--- config.mk ---
export PLATFORM = sky130hd
export DESIGN_NAME = cpu_runctl
export DESIGN_NICKNAME = d
export VERILOG_FILES = /design/src/rtl/cpu_runctl.sv
export SDC_FILE = /design/constraint.sdc
export NUM_CORES = 1
export LEC_CHECK = 0
export CORE_MARGIN = 2
export CORE_UTILIZATION = 42
export DETAILED_ROUTE_END_ITERATION = 8
export MAX_ROUTING_LAYER = met4
export PLACE_DENSITY = 0.85
export SYNTH_ARGS = -nofsm -noshare
export SYNTH_HDL_FRONTEND = slang
export SYNTH_SLANG_ARGS = --single-unit
export TNS_END_PERCENT = 100
--- constraint.sdc ---
create_clock -name clk -period 2.1 [get_ports clk]
set_input_delay 0.21 -clock clk [delete_from_list [all_inputs] [get_ports clk]]
set_output_delay 0.21 -clock clk [all_outputs]
set_load 0.03 [all_outputs]
--- src/rtl/cpu_runctl.sv ---
// Run/halt/single-step controller for the 8-bit core: gates architectural
// write enables, handles breakpoints, termination and instruction counting.
module cpu_runctl #(
    parameter int PC_W  = 8,
    parameter int CNT_W = 16
) (
    input  logic             clk,
    input  logic             rst,
    input  logic             run_req,
    input  logic             halt_req,
    input  logic             step_req,
    input  logic             bp_en,
    input  logic [PC_W-1:0]  bp_addr,
    input  logic [PC_W-1:0]  pc,
    input  logic [PC_W-1:0]  pc_next,
    input  logic             pc_we_in,
    input  logic             reg_we_in,
    input  logic             mem_we_in,
    output logic             pc_we_out,
    output logic             reg_we_out,
    output logic             mem_we_out,
    output logic [1:0]       state,
    output logic             halted,
    output logic             bp_hit,
    output logic             done,
    output logic [CNT_W-1:0] icount
);

    typedef enum logic [1:0] {
        S_HALT = 2'd0,
        S_RUN  = 2'd1,
        S_STEP = 2'd2,
        S_DONE = 2'd3
    } state_t;

    state_t cur, nxt;
    logic   skip_bp, skip_nxt;
    logic   hit_nxt;
    logic   bp_stop, exec, self_loop;

    assign bp_stop   = bp_en && (pc == bp_addr) && !skip_bp;
    assign exec      = ((cur == S_RUN) && !bp_stop) || (cur == S_STEP);
    assign self_loop = exec && pc_we_in && (pc_next == pc);

    assign pc_we_out  = pc_we_in  && exec;
    assign reg_we_out = reg_we_in && exec;
    assign mem_we_out = mem_we_in && exec;

    assign state  = cur;
    assign halted = (cur == S_HALT) || (cur == S_DONE);
    assign done   = (cur == S_DONE);

    always_comb begin
        nxt      = cur;
        skip_nxt = skip_bp;
        hit_nxt  = bp_hit;
        // skip_bp covers only the first executed instruction after resuming
        if (exec)
            skip_nxt = 1'b0;
        unique case (cur)
            S_HALT: begin
                if (run_req) begin
                    nxt      = S_RUN;
                    skip_nxt = 1'b1;
                    hit_nxt  = 1'b0;
                end else if (step_req) begin
                    nxt      = S_STEP;
                    skip_nxt = 1'b1;
                    hit_nxt  = 1'b0;
                end
            end
            S_RUN: begin
                if (self_loop) begin
                    nxt = S_DONE;
                end else if (bp_stop) begin
                    nxt     = S_HALT;
                    hit_nxt = 1'b1;
                end else if (halt_req) begin
                    nxt = S_HALT;
                end
            end
            S_STEP: begin
                nxt = self_loop ? S_DONE : S_HALT;
            end
            S_DONE: begin
                nxt = S_DONE;
            end
        endcase
    end

    always_ff @(posedge clk or negedge rst) begin
        if (!rst) begin
            cur     <= S_HALT;
            skip_bp <= 1'b0;
            bp_hit  <= 1'b0;
        end else begin
            cur     <= nxt;
            skip_bp <= skip_nxt;
            bp_hit  <= hit_nxt;
        end
    end

    always_ff @(posedge clk or negedge rst) begin
        if (!rst)
            icount <= '0;
        else if (exec && (icount != {CNT_W{1'b1}}))
            icount <= icount + 1'b1;
    end

endmodule

# After elaboration in Yosys (flattened, before gate mapping)
# Index checks and enable logic that the tools add are counted.
word_totals:
  reg_bits: 20
  out_inout_bits: 24
  word_cells: 47
op_classes:
  n_addsub: 1
  eq_ne: 10
  mux: 16
  n_reduce_logical: 16
op_table:
  columns: ["operator", "n"]
  rows:
  - ["16-bit by 1-bit adder with 16-bit output (second input constant)", 1]
  - ["8-bit == test", 2]
  - ["16-bit inequality test (second input constant)", 1]
  - ["2-bit 2-to-1 mux", 6]
  - ["1-bit logical AND", 8]
  - ["1-bit 2-to-1 mux", 8]
  - ["2-bit case mux with 4 select lines", 1]
  - ["2-bit == test (second input constant)", 2]
  - ["2-bit inequality test (second input constant)", 2]
  - ["4-bit inequality test (second input constant)", 1]
  - ["4-bit AND reduction", 1]
  - ["3-bit inequality test (second input constant)", 1]
  - ["2-bit by 1-bit == test with 1-bit output (second input constant)", 1]
  - ["1-bit zero test", 2]
  - ["2-bit zero test", 1]
  - ["1-bit logical OR", 2]
  - ["1-bit case mux with 2 select lines", 1]
  - ["2-bit AND reduction", 1]
  - ["2-bit nonzero test", 1]

# Longest topological paths before layout
depth:
  depth_word: 10
  mapped_depth: 7
  ltp_nobuf: 6

# Least setup slack after synthesis
# OpenSTA, ideal clock, no wires.
synth_path:
  path_kind: "register to output"
  startpoint: "register cur[0], in the netlist state[0]"
  endpoint: "output mem_we_out"
  arrival_time_ns: 1.696
  required_time_ns: 1.890
  slack_ns: 0.194
  path_stages_with_launch: 7
  path_cell_list: "dfrtp_1 -> inv_1 -> ha_1 -> or2_2 -> o41ai_4 -> buf_4 -> nor2b_1"
synth_between:
  elab_chain_cells: 4
synth_rtl:
  columns: ["element", "line", "text"]
  rows:
  - ["start, declared", "36", "state_t cur, nxt;"]
  - ["start signal, assigned", "97", "cur <= nxt;"]
  - ["2-bit by 1-bit == test with 1-bit output", "42", "assign exec = ((cur == S_RUN) && !bp_stop) || (cur == S_STEP);"]
  - ["1-bit logical AND", "42", null]
  - ["1-bit logical OR (*)", "42", null]
  - ["1-bit logical AND (*)", "47", "assign mem_we_out = mem_we_in && exec;"]
  - ["end, declared", "21", "output logic mem_we_out,"]
# Every way passes the cells marked *; elsewhere a longest branch is shown, timed or not.

# Worst setup path after layout
layout_path:
  startpoint: "register cur[0], in the netlist state[0]"
  endpoint: "output pc_we_out"
layout_between:
  elab_chain_cells: 4
layout_rtl:
  columns: ["element", "line", "text"]
  rows:
  - ["2-bit by 1-bit == test with 1-bit output", "42", null]
  - ["1-bit logical AND", "42", null]
  - ["1-bit logical OR (*)", "42", null]
  - ["1-bit logical AND (*)", "45", "assign pc_we_out = pc_we_in && exec;"]
  - ["end, declared", "19", "output logic pc_we_out,"]
# Marked as above.

==> summary.txt <==
Outcome
  – Outcome: finished, final reports clean

Timing
  – Measured slew at the worst slew-check pin: 0.876 ns
  – Unrepaired setup endpoints after global routing: no
  – Maximum frequency from static timing analysis: 507 MHz
  – Number of endpoints with negative hold slack in the final report: 0
  – Clock tree skew after final layout: 0.00635 ns
  – Pins over their slew limit: 0
  – Final Worst Setup Slack: 0.128 ns
  – Post-route clock period utilization: 0.939
  – Post-layout minimum cycle time: 1.97 ns
  – Number of setup violations in the final report: 0
  – Slew HR: 0.414

Finish
  – Most common cell after layout, fill and taps aside: clkdlybuf4s50_1
  – Layout net count: 242
  – Fraction of layout cells with a size suffix above 1: 0.163
  – Final instance area: 2090 um^2
  – Ant. Diodes: 0
  – Number of cells in the finished layout apart from fillers: 247
  – Post-layout util: 0.690
  – Area added between synthesis and finish: 56.5%
  – Most frequent cells in the layout: clkdlybuf4s50_1 (51), dfrtp_1 (20), xnor2_1 (16)

Detailed routing
  – Routed wire length on met2: 1880 um
  – Routed wire length: 3520 um
  – Routed wire per std cell: 14.2 um
  – Remaining routing DRC violations: 0
  – Met3 routed WL: 87 um
  – Via count normalized by instance count: 5.07
  – Uppermost metal layer occupied by signal nets: met4
  – DRT Pass-1 Iters: 4
  – Wire length on met1: 1480 um
  – Routed vias: 1,253
  – Count of antenna-violating nets left after detailed routing: 0
  – Number of DRC markers after the initial detailed-route iteration: 29

Logic synthesis
  – Fraction of the yosys area taken by sequential cells: 0.375
  – Number of flops mapped to enable cells by yosys: 0
  – Cell count after synthesis: 130
  – Number of synthesized register bits: 20
  – Commonest register cell after synthesis: dfrtp_1
  – Yosys warning count: 0
  – Synth async-reset ratio: 1.00
  – Top cell type's share of synthesized area: 0.375
  – Cell Area, Synth: 1340 um^2
  – Mean post-synth cell area: 10.3 um^2
  – Cell types with the largest area share after synthesis: dfrtp_1 (37%), xnor2_1 (10%), xor2_1 (9.8%), ha_1 (4.7%), nor3_1 (3.4%)
  – Count of distinct cell types in the synthesized netlist: 37
  – Total nets after synthesis: 168
  – Cell accounting for the most synthesized area: dfrtp_1

Critical path
  – Critical path's slowest cell: o41ai_4
  – Crit-path cells: inv_1, ha_2, o41ai_4, nor2b_1, buf_2
  – CP Data Required Time: 1.89 ns
  – Type of the setup path with the least slack: reg -> out
  – Arrival time worst endpoint: 1.76 ns
  – Slowest stage delay, CP: 0.46 ns
  – Critical path launch point type: flip-flop
  – Highest net fanout along the worst path: 4
  – Category of the worst setup path capture point: primary output

Placed design
  – Area of placed instances: 2040 um^2
  – Placed instance count: 242
  – Post-detail-place hpwl: 2790 um
  – Routability-driven placement congestion ratio: 0.819
  – Count of buffers from port buffering: 56
  – Worst setup slack before clock tree synthesis: -0.255 ns

Global route
  – Global-route usage over all layers: 0.214
  – Global-route wire length before repair: 5680 um
  – Antenna violations before repair: 0
  – Global-route congestion overflow total: 0
  – Largest net degree at the start of global routing: 21
  – Number of global-route vias before repair: 1,273

Floorplanning
  – Area of the die: 3650 um^2
  – Y dimension of the die: 60.4 um
  – Site Rows: 20
  – I/O pin total: 57
  – Initial standard-cell utilization of the core: 0.441
  – Standard cell core area: 3030 um^2
  – Die width: 60.4 um

Clocking
  – CTS tree: done
  – Clock slew seen by the registers of the worst setup and hold paths: 0.13 ns
  – # H-tree levels: 1
  – Buffer depth of the longest clock path: 2
  – Clock buffer count from CTS: 3
  – Sinks on Clock Net: 20
  – Clock latency at the later pin of the worst-skew pair: 0.31 ns
  – Clock root cell: clkbuf_4

Power
  – Worst VDD drop: 0.233 mV
  – Static leakage: 0.933 nW
  – Power density over cell area: 402 nW/um^2

Worst hold path
  – Hold Crit Class: in -> async

Flow run
  – Max cap viols: 0
-- path summary, 6_finish.rpt --
path / startpoint / depth (start not counted) / endpoint / slack (ns)
worst max-delay path: state[0] / 5 / pc_we_out / 0.13
worst max register to register: state[0] / 6 / icount[1] / 0.18
worst min-delay path: rst / 1 / icount[13] / 0.38
max in group asynchronous: rst / 1 / state[0] / 1.18
min in group clk: icount[11] / 1 / icount[11] / 0.50
worst min register to register: icount[11] / 1 / icount[11] / 0.50
-- cells by family (layout without fill, tap and decap cells) --
logic type      Yosys count  in the layout  synth area share
simple gates             52             52             0.250
mux                       1              1           0.00843
compound gates           13             13            0.0861
buf+inv                   8             81            0.0309
xor+xnor                 31             31             0.203
flops                    20             20             0.375
fa+ha+maj                 5              5            0.0468
-- final cells by class --
class | count | area [um^2]
Clock buffer | 3 | 22.5
Clock inverter | 1 | 30.0
Fill cell | 224 | 937
Inverter | 6 | 22.5
Multi-Input combinational cell | 102 | 797
Sequential cell | 20 | 500
Tap cell | 44 | 55.1
Timing Repair Buffer | 71 | 663
-- through the flow --
stage	TNS (ns)	power (W)	hold slack [ns]
detailed placement	-1.66	0.000526	0.463
global route	0	0.000875	0.459
finish	0	0.000841	0.383
global placement	-0.833	0.000520	0.461
CTS	-0.0222	0.000846	0.421
floorplan	0	0.000431	-0.0856
-- flip-flops by register name, summed over array words and instances, names as in the netlist --
signal   flops
bp_hit       1
icount      16
skip_bp      1
state        2
-- routing by layer --
layer | vias to the layer above | GRT usage
met3 | 6 | 0.0235
met2 | 31 | 0.349
met4 | 0 | 0.0921
li1 | 605 | -
met5 | - | -
met1 | 611 | 0.269
-- where the power goes --
part,internal [W],switching (W)
Combinational,0.0000876,0.0000461
Sequential,0.000385,0
Clock,0.000193,0.000129
-- worst max-delay path, delay by kind of cell, from the launching register on --
| kind | cells | cell delay (ns) |
|---|---|---|
| AOI/OAI and AO/OA | 1 | 0.46 |
| DFF | 1 | 0.41 |
| buffers and inverters | 2 | 0.27 |
| adders and majority gates | 1 | 0.22 |
| and+or+nand+nor | 1 | 0.09 |
-- timing repair --
action / 4_1_cts / 5_1_grt
hold buffers: 0 / 0
endpoints found under the setup margin: 4 / 4
pin swaps: 2 / 1
buffers inserted: 0 / 1
gates resized for setup: 10 / 9
-- cells in the mapped netlist (2+ instances only) --
cell type and n:
nor3b_1 3, nor2b_1 4, nor2_1 3, inv_1 6, xor2_1 15, nand2_1 9, nand3_2 2, o21ai_0 3
nor4b_2 3, nand3_1 5, dfrtp_1 20, nor4b_1 2, a21oi_1 2, nand4_1 3, xnor2_1 16, nor3_1 9
ha_1 5
(Power assumes the default switching activity.)
